[config.mk]
export PLATFORM = sky130hd
export DESIGN_NAME = alu_result_serializer
export DESIGN_NICKNAME = d
export VERILOG_FILES = /design/src/rtl/alu_result_serializer.sv
export SDC_FILE = /design/constraint.sdc
export NUM_CORES = 1
export LEC_CHECK = 0
export ABC_AREA = 1
export CORE_ASPECT_RATIO = 2
export CORE_MARGIN = 10
export CORE_UTILIZATION = 30
export DETAILED_ROUTE_END_ITERATION = 7
export PLACE_DENSITY = 0.42
export REMOVE_ABC_BUFFERS = 1
export SLEW_MARGIN = 25
export SYNTH_ARGS = -nofsm -noshare
export SYNTH_HDL_FRONTEND = slang
export SYNTH_SLANG_ARGS = --single-unit
export TNS_END_PERCENT = 10
[constraint.sdc]
create_clock -name clk -period 4.75 [get_ports clk]
set_clock_uncertainty 0.2 [all_clocks]
set_input_delay 0.475 -clock clk [delete_from_list [all_inputs] [get_ports clk]]
set_output_delay 0.475 -clock clk [all_outputs]
set_load 0.01 [all_outputs]
[src/rtl/alu_result_serializer.sv]
// ALU result serializer: 4-deep FIFO of {overflow, carry, result} words, framed LSB-first onto sdo.
// Optional even-parity bit after the data bits when ALU_RESULT_SER_PARITY_EN is defined.
module alu_result_serializer #(
   parameter int unsigned CLKS_PER_BIT = 4,
   parameter int unsigned DEPTH        = 4
) (
   input  logic                     clk,
   input  logic                     rst,
   input  logic                     in_valid,
   input  logic [7:0]               in_result,
   input  logic                     in_carry,
   input  logic                     in_overflow,
   output logic                     in_ready,
   output logic                     sdo,
   output logic                     busy,
   output logic                     frame_done,
   output logic [$clog2(DEPTH):0]   fifo_count
);

   localparam int unsigned WORD_W   = 10;
   localparam int unsigned PTR_W    = $clog2(DEPTH);
   localparam int unsigned FCNT_W   = PTR_W + 1;
   localparam int unsigned CNT_W    = (CLKS_PER_BIT > 1) ? $clog2(CLKS_PER_BIT) : 1;
   localparam int unsigned IDX_W    = 4;
   localparam int unsigned LAST_IDX = WORD_W - 1;

   typedef enum logic [2:0] {
      S_IDLE,
      S_START,
      S_DATA,
`ifdef ALU_RESULT_SER_PARITY_EN
      S_PARITY,
`endif
      S_STOP
   } state_t;

   state_t              state_q, state_d;
   logic [CNT_W-1:0]    cnt_q, cnt_d;
   logic [IDX_W-1:0]    idx_q, idx_d;
   logic [WORD_W-1:0]   word_q;
   logic [WORD_W-1:0]   mem [DEPTH];
   logic [PTR_W-1:0]    wr_ptr, rd_ptr;
   logic [FCNT_W-1:0]   count_d;
   logic                push, pop, empty, bit_end, frame_end;
   logic                sdo_nxt, busy_nxt, done_nxt;

   assign push    = in_valid & in_ready;
   assign empty   = (fifo_count == '0);
   assign bit_end = (cnt_q == CNT_W'(CLKS_PER_BIT - 1));

   // FIFO storage; occupancy and ready are registered from the same next count
   always_ff @(posedge clk) begin
      if (push && !rst) begin
         mem[wr_ptr] <= {in_overflow, in_carry, in_result};
      end
   end

   always_comb begin
      count_d = fifo_count;
      case ({push, pop})
         2'b10:   count_d = fifo_count + FCNT_W'(1);
         2'b01:   count_d = fifo_count - FCNT_W'(1);
         default: count_d = fifo_count;
      endcase
   end

   always_ff @(posedge clk) begin
      if (rst) begin
         wr_ptr     <= '0;
         rd_ptr     <= '0;
         fifo_count <= '0;
         in_ready   <= 1'b1;
         word_q     <= '0;
      end else begin
         if (push) wr_ptr <= wr_ptr + PTR_W'(1);
         if (pop) begin
            rd_ptr <= rd_ptr + PTR_W'(1);
            word_q <= mem[rd_ptr];
         end
         fifo_count <= count_d;
         in_ready   <= (count_d != FCNT_W'(DEPTH));
      end
   end

   // FSM state and bit timing counters
   always_ff @(posedge clk) begin
      if (rst) begin
         state_q <= S_IDLE;
         cnt_q   <= '0;
         idx_q   <= '0;
      end else begin
         state_q <= state_d;
         cnt_q   <= cnt_d;
         idx_q   <= idx_d;
      end
   end

   // Next state; pop happens on the edge that enters START
   always_comb begin
      state_d   = state_q;
      cnt_d     = cnt_q;
      idx_d     = idx_q;
      pop       = 1'b0;
      frame_end = 1'b0;
      case (state_q)
         S_IDLE: begin
            cnt_d = '0;
            idx_d = '0;
            if (!empty) begin
               state_d = S_START;
               pop     = 1'b1;
            end
         end
         S_START: begin
            if (bit_end) begin
               state_d = S_DATA;
               cnt_d   = '0;
               idx_d   = '0;
            end else begin
               cnt_d = cnt_q + CNT_W'(1);
            end
         end
         S_DATA: begin
            if (bit_end) begin
               cnt_d = '0;
               if (idx_q == IDX_W'(LAST_IDX)) begin
                  idx_d = '0;
`ifdef ALU_RESULT_SER_PARITY_EN
                  state_d = S_PARITY;
`else
                  state_d = S_STOP;
`endif
               end else begin
                  idx_d = idx_q + IDX_W'(1);
               end
            end else begin
               cnt_d = cnt_q + CNT_W'(1);
            end
         end
`ifdef ALU_RESULT_SER_PARITY_EN
         S_PARITY: begin
            if (bit_end) begin
               state_d = S_STOP;
               cnt_d   = '0;
            end else begin
               cnt_d = cnt_q + CNT_W'(1);
            end
         end
`endif
         S_STOP: begin
            if (bit_end) begin
               frame_end = 1'b1;
               cnt_d     = '0;
               idx_d     = '0;
               if (!empty) begin
                  state_d = S_START;
                  pop     = 1'b1;
               end else begin
                  state_d = S_IDLE;
               end
            end else begin
               cnt_d = cnt_q + CNT_W'(1);
            end
         end
         default: begin
            state_d = S_IDLE;
            cnt_d   = '0;
            idx_d   = '0;
         end
      endcase
   end

   // Output values for the upcoming state, registered below
   always_comb begin
      sdo_nxt  = 1'b1;
      busy_nxt = (state_d != S_IDLE);
      done_nxt = frame_end;
      case (state_d)
         S_START: sdo_nxt = 1'b0;
         S_DATA:  sdo_nxt = word_q[idx_d];
`ifdef ALU_RESULT_SER_PARITY_EN
         S_PARITY: sdo_nxt = ^word_q;
`endif
         default: sdo_nxt = 1'b1;
      endcase
   end

   always_ff @(posedge clk) begin
      if (rst) begin
         sdo        <= 1'b1;
         busy       <= 1'b0;
         frame_done <= 1'b0;
      end else begin
         sdo        <= sdo_nxt;
         busy       <= busy_nxt;
         frame_done <= done_nxt;
      end
   end

endmodule

==> impl_metrics.py, run 1 <==
metrics = {
    "power": {
        "p_leak_nw": 1.27,
        "total_power_mw": 1.77,
        "vdd_drop_max_v": 0.000227,
        "p_per_area_nw_per_um2": 493,
    },
    "synth": {
        "synth_cell_type_count": 34,
        "synthCells": 294,
        "synth_compound_area_share_pct": 11.7,
        "synth_top_family_by_area": "simple AND/OR/NAND/NOR gates",
        "syn_area_sq_um": 3000,
        "synth_area_per_cell_sq_um": 10.2,
        "ys_ff_latch": 70,
        "muxShareOfSynthArea_pct": 0,
        "yosys.area_share.simple_pct": 16.9,
        "ys_seq_area_share_pct": 60.1,
        "ys.warnings.count": 0,
        "synth_fa_ha_area_share_pct": 4.01,
        "synth_xor_area_share_pct": 0.876,
    },
    "grt": {
        "grt_pass1_vias": 2108,
        "grt_max_degree": 23,
        "grt_use_total_pct": 8.94,
        "grt_remaining_overflow": 0,
        "grt_pass1_wl_mm": 10.4,
        "antenna_found_initial": 0,
    },
    "setup_path": {
        "critical_path_arrival_ns": 2.53,
        "crit_type": "input pin to flop",
        "reg2reg_from": "cnt_q[0]",
        "r2r_cells": 10,
        "crit_path_end_kind": "flop",
        "startpoint_type": "input pin",
        "required_ns": 4.50,
        "crit_path_start": "rst",
        "critPathMaxFanout": 16,
    },
    "clock_tree": {
        "root_buffer": "clkbuf_16",
        "clk_pin_slew_ns": 0.05,
        "cts_tree": "done",
        "h-tree-depth": 3,
        "clk_path_buf_depth": 2,
        "holdBufCountCts": 0,
        "cts_setup_buffers": 0,
        "cts_resized": 0,
        "cts_buffers": 9,
        "cts.sinks": 70,
        "insertion_delay_ns": 0.33,
    },
    "floorplanning": {
        "dieArea_sq_um": 14600,
        "rows": 51,
        "start_util_pct": 30.7,
        "core_sq_um": 9760,
        "die_h_um": 161,
        "die-width_um": 90.7,
        "ioPinCount": 20,
    },
    "final_layout": {
        "drive_above_1_share_pct": 11.9,
        "fill_cells": 976,
        "antenna_cells": 0,
        "final_net_count": 336,
        "syn2layout_area_growth_pct": 19.8,
    },
    "place": {
        "place_congestion": 0.769,
        "dp_hpwl_mm": 4.70,
        "numPortBuffers": 19,
    },
    "drt": {
        "vias": 1993,
        "routed_wl_mm": 6.16,
        "drt_iter0_drc": 91,
        "ant_nets": 0,
        "drt_pass1_iterations": 4,
        "routedWlPerCell_um": 13.7,
        "drc": 0,
        "via_per_inst": 4.42,
    },
    "run": {
        "drv_cap": 0,
    },
    "sta": {
        "setup_viol": 0,
        "hold_viol": 0,
        "drv_slew": 0,
        "rsz0062_at_grt": "no",
        "finalCritPeriodShare_pct": 58.4,
        "fin_crit_ns": 2.78,
        "tns_ns": 0,
        "tightest_slew_ns": 0.895,
        "relSlewSlack_pct": 40.1,
        "timing.fmax_ghz": 0.360,
    },
    "hold_path": {
        "hold_depth": 1,
        "hold_start": "cnt_q[0]",
        "worstHoldPathType": "flop to flop",
    },
    "outcome": {
        "outcome": "completed",
    },
}
[metal layers]
layer / vias up / part of all wire [%] / GRT usage, %
li1: 1039 / - / -
met4: 0 / 2.9 / 5.53
met2: 25 / 56 / 16.6
met1: 914 / 39 / 8.42
met5: - / 0 / 0
met3: 15 / 2.4 / 2.32
[through the flow]
step                instances  hold WS (ns)  utilization (%)  setup slack, ns  area (sq um)
floorplan                 284         0.197                -             2.52          2950
global route              451         0.245             36.8             1.67          3590
CTS                       451         0.227             36.8             1.84          3590
detailed placement        435         0.219             33.8             1.49          3300
global placement          435         0.207             33.8             1.60          3300
finish                    451         0.223             36.8             1.97          3590
[critical path, stage by stage]
cell	delay, ns
clkdlybuf4s50_1	0.63
inv_1	0.43
nand3_1	0.24
nor2_1	0.73
[logic make-up after synthesis]
group,Yosys count
adders and majority gates,9
and+or+nand+nor,99
buffers and inverters,46
DFF,70
AOI/OAI and AO/OA,66
xor gates and xnor gates,3
other,1
[registers in the layout, indices dropped and copies added (netlist names)]
name / flops
mem: 40
word_q: 10
idx_q: 4
fifo_count: 3
state_q: 3
cnt_q: 2
rd_ptr: 2
wr_ptr: 2
busy: 1
frame_done: 1
in_ready: 1
sdo: 1
[cells in the mapped netlist, drive strengths merged]
library cell   n  area share, %
fa             1           0.67
nor3           4           0.67
o21a           1           0.25
a31oi          2           0.42
dfxtp         30             20
conb           1           0.13
edfxtp        40             40
and2           1           0.29
inv           36            4.6
xnor2          1           0.29
o22ai          8            1.7
a21oi         18            3.1
clkbuf         7           0.88
o31ai          1           0.25
o21ai         36            6.0
nand2         20            3.6
buf            3           0.88
nand3         21            4.4
nor2          50            7.3
xor2           2           0.58
ha             8            3.3
nand4          2           0.42
nor4           1           0.21
[where the power goes]
| part | internal (mW) | total, mW | switching (mW) |
|---|---|---|---|
| Clock | 0.404 | 0.652 | 0.248 |
| Sequential | 0.716 | 0.763 | 0.0477 |
| Combinational | 0.136 | 0.354 | 0.219 |
| Total | 1.26 | 1.77 | 0.515 |
[cell usage in the layout, fill, tap and decap left out, types with 2 or more instances in the layout]
cell type / n
nand2_1: 13
clkdlybuf4s50_1: 19
nor2_4: 3
nor3_1: 4
nand2_2: 4
ha_1: 8
nand2_4: 3
clkinvlp_4: 2
nand3_1: 17
inv_1: 31
o22ai_1: 8
dfxtp_1: 30
nor2_2: 3
nand4_1: 2
inv_2: 4
a31oi_1: 2
o21ai_1: 3
xor2_1: 2
a21oi_1: 17
edfxtp_1: 40
nand3_2: 3
nor2_1: 44
clkbuf_16: 9
o21ai_0: 33
[cell type report]
| class | count | area [sq um] | area share, % |
|---|---|---|---|
| Clock buffer | 10 | 229 | 6.37 |
| Clock inverter | 6 | 62.6 | 1.74 |
| Inverter | 36 | 138 | 3.83 |
| Multi-Input combinational cell | 178 | 1010 | 28.0 |
| Sequential cell | 70 | 1800 | 50.1 |
| Tap cell | 132 | 165 | 4.60 |
| Timing Repair Buffer | 19 | 190 | 5.29 |
[path summary, 6_finish.rpt]
kind / to / slack [ns]
worst max register to register: in_ready / 2.25
worst min register to register: cnt_q[0] / 0.22
worst min-delay path: cnt_q[0] / 0.22
worst max-delay path: mem[2][0] / 1.97
(Power assumes the default switching activity.)
==> run 2, diff against run 1 <==
PLACE_DENSITY = 0.44   (was 0.42)
clock period = 2.4 ns   (was 4.75 ns; I/O delays follow)
==> run 2 against run 1 <==
Effect of this change: power grew 100%; cell count grew 2.4%; sequential share of layout area shrank 1.2 points; non-clock buffer count grew 11; core utilization grew 0.95 points; critical path type is now flop to flop; final area grew 2.6%; critical endpoint is now in_ready; register-to-register slack lost 2.1 ns; sequential power grew 94%; clock power grew 100%; sequential cell count is the same; routed wire length grew 2.3%.
==> impl_metrics.py, run 2 (synthesis gave the netlist of run 1 again) <==
metrics = {
    "outcome": {
        "outcome": "completed",
    },
    "drt": {
        "routedWlPerCell_um": 13.6,
        "drt_pass1_iterations": 4,
        "ant_nets": 0,
        "vias": 2062,
        "drc": 0,
        "drt_iter0_drc": 44,
        "routed_wl_mm": 6.30,
        "via_per_inst": 4.46,
    },
    "sta": {
        "tightest_slew_ns": 0.658,
        "relSlewSlack_pct": 56.1,
        "rsz0062_at_grt": "no",
        "setup_viol": 0,
        "fin_crit_ns": 2.23,
        "finalCritPeriodShare_pct": 92.9,
        "hold_viol": 0,
        "tns_ns": 0,
        "timing.fmax_ghz": 0.449,
        "drv_slew": 0,
    },
    "setup_path": {
        "startpoint_type": "flop",
        "cpLargestDelayFamily": "adder cells",
        "crit_buf_inv": 2,
        "cp_cell_sequence": "inv_2 > nand2_2 > nor2_1 > nand3_2 > nand2_4 > ha_1 > inv_1 > fa_1 > o21ai_1 > o21ai_0 > a21oi_1 > nand3_1",
        "critPathMaxFanout": 4,
        "crit_type": "flop to flop",
        "max_stage_delay_ns": 0.38,
        "cp_slowest_cell": "fa_1",
        "critical_path_arrival_ns": 2.24,
        "required_ns": 2.42,
        "crit_path_end_kind": "flop",
    },
    "clock_tree": {
        "clk_path_buf_depth": 2,
        "h-tree-depth": 3,
        "insertion_delay_ns": 0.33,
        "root_buffer": "clkbuf_16",
        "cts.sinks": 70,
        "clk_pin_slew_ns": 0.06,
        "cts_tree": "done",
        "cts_setup_buffers": 0,
        "cts_buffers": 9,
    },
    "run": {
        "drv_cap": 0,
    },
    "final_layout": {
        "antenna_cells": 0,
        "final_net_count": 347,
        "top_register": "mem",
        "reg.largest.list": "mem (40), word_q (10), idx_q (4)",
        "final_common_cell": "nor2_1",
        "syn2layout_area_growth_pct": 22.9,
        "layout_common_cells": "nor2_1 (44), edfxtp_1 (40), o21ai_0 (32)",
        "drive_above_1_share_pct": 15.8,
        "largest_register_ffs": 40,
        "fin_util_pct": 37.8,
    },
    "floorplanning": {
        "start_util_pct": 30.7,
        "die-width_um": 90.7,
        "core_sq_um": 9760,
        "dieArea_sq_um": 14600,
        "die_h_um": 161,
        "ioPinCount": 20,
        "rows": 51,
    },
    "place": {
        "place_congestion": 0.788,
        "dp_hpwl_mm": 4.59,
        "numPortBuffers": 19,
    },
    "power": {
        "vdd_drop_max_v": 0.000491,
        "p_leak_nw": 1.34,
        "p_per_area_nw_per_um2": 968,
    },
    "grt": {
        "grt_remaining_overflow": 0,
        "grt_max_degree": 23,
        "grt_pass1_wl_mm": 10.5,
        "grt_pass1_vias": 2089,
        "antenna_found_initial": 0,
        "grt_use_total_pct": 9.34,
    },
    "hold_path": {
        "worstHoldPathType": "flop to flop",
    },
}
## run 2: repair_timing
| item | 4_1_cts | 5_1_grt |
|---|---|---|
| hold buffers | 0 | 0 |
| setup endpoints to repair | 0 | 1 |
| resized for setup | 0 | 3 |
## run 2: worst reg2reg max path, cell delays in order (launching register included)
cell	delay, ns
dfxtp_1	0.35
inv_2	0.10
nand2_2	0.08
nor2_1	0.12
nand3_2	0.11
nand2_4	0.09
ha_1	0.13
inv_1	0.07
fa_1	0.38
o21ai_1	0.16
o21ai_0	0.09
a21oi_1	0.15
nand3_1	0.09
## run 2: power breakdown
group / leakage [nW] / switching (mW) / internal, mW
Combinational: 0.587 / 0.489 / 0.295
Sequential: 0.609 / 0.0593 / 1.42
Clock: 0.144 / 0.501 / 0.806
Total: 1.34 / 1.05 / 2.52
## run 2: path summary, 6_finish.rpt
| check | startpoint | endpoint | slack (ns) | depth (start not counted) |
|---|---|---|---|---|
| max | state_q[2] | in_ready | 0.17 | 12 |
| min | cnt_q[0] | cnt_q[0] | 0.22 | 1 |
| max reg2reg | state_q[2] | in_ready | 0.17 | 12 |
| min reg2reg | cnt_q[0] | cnt_q[0] | 0.22 | 1 |
## run 2: layer usage
metal	routed length (um)	vias to the layer above	GRT usage, %
met5	0	-	0
met3	150	10	2.79
li1	-	1066	-
met2	3690	25	18.1
met4	129	0	4.59
met1	2340	961	8.38
## run 2: final cells by class
type                    count  area, sq um
repair buffers             30          273
clock buffers               9          225
fillers                   989         6080
clock inverters             7         73.8
well taps                 132          165
inverters                  36          138
multi-input cells         178         1010
flip-flops and latches     70         1800
## run 2: per-stage QoR
stage	instances	worst slack (ns)	instance area, sq um	power [mW]	hold WS (ns)
floorplan	284	0.172	2950	1.99	0.109
global placement	446	0.132	3380	2.30	0.209
detailed placement	446	0.0997	3380	2.31	0.215
CTS	462	0.105	3680	3.63	0.224
global route	462	0.0113	3690	3.80	0.271
finish	462	0.171	3690	3.57	0.219
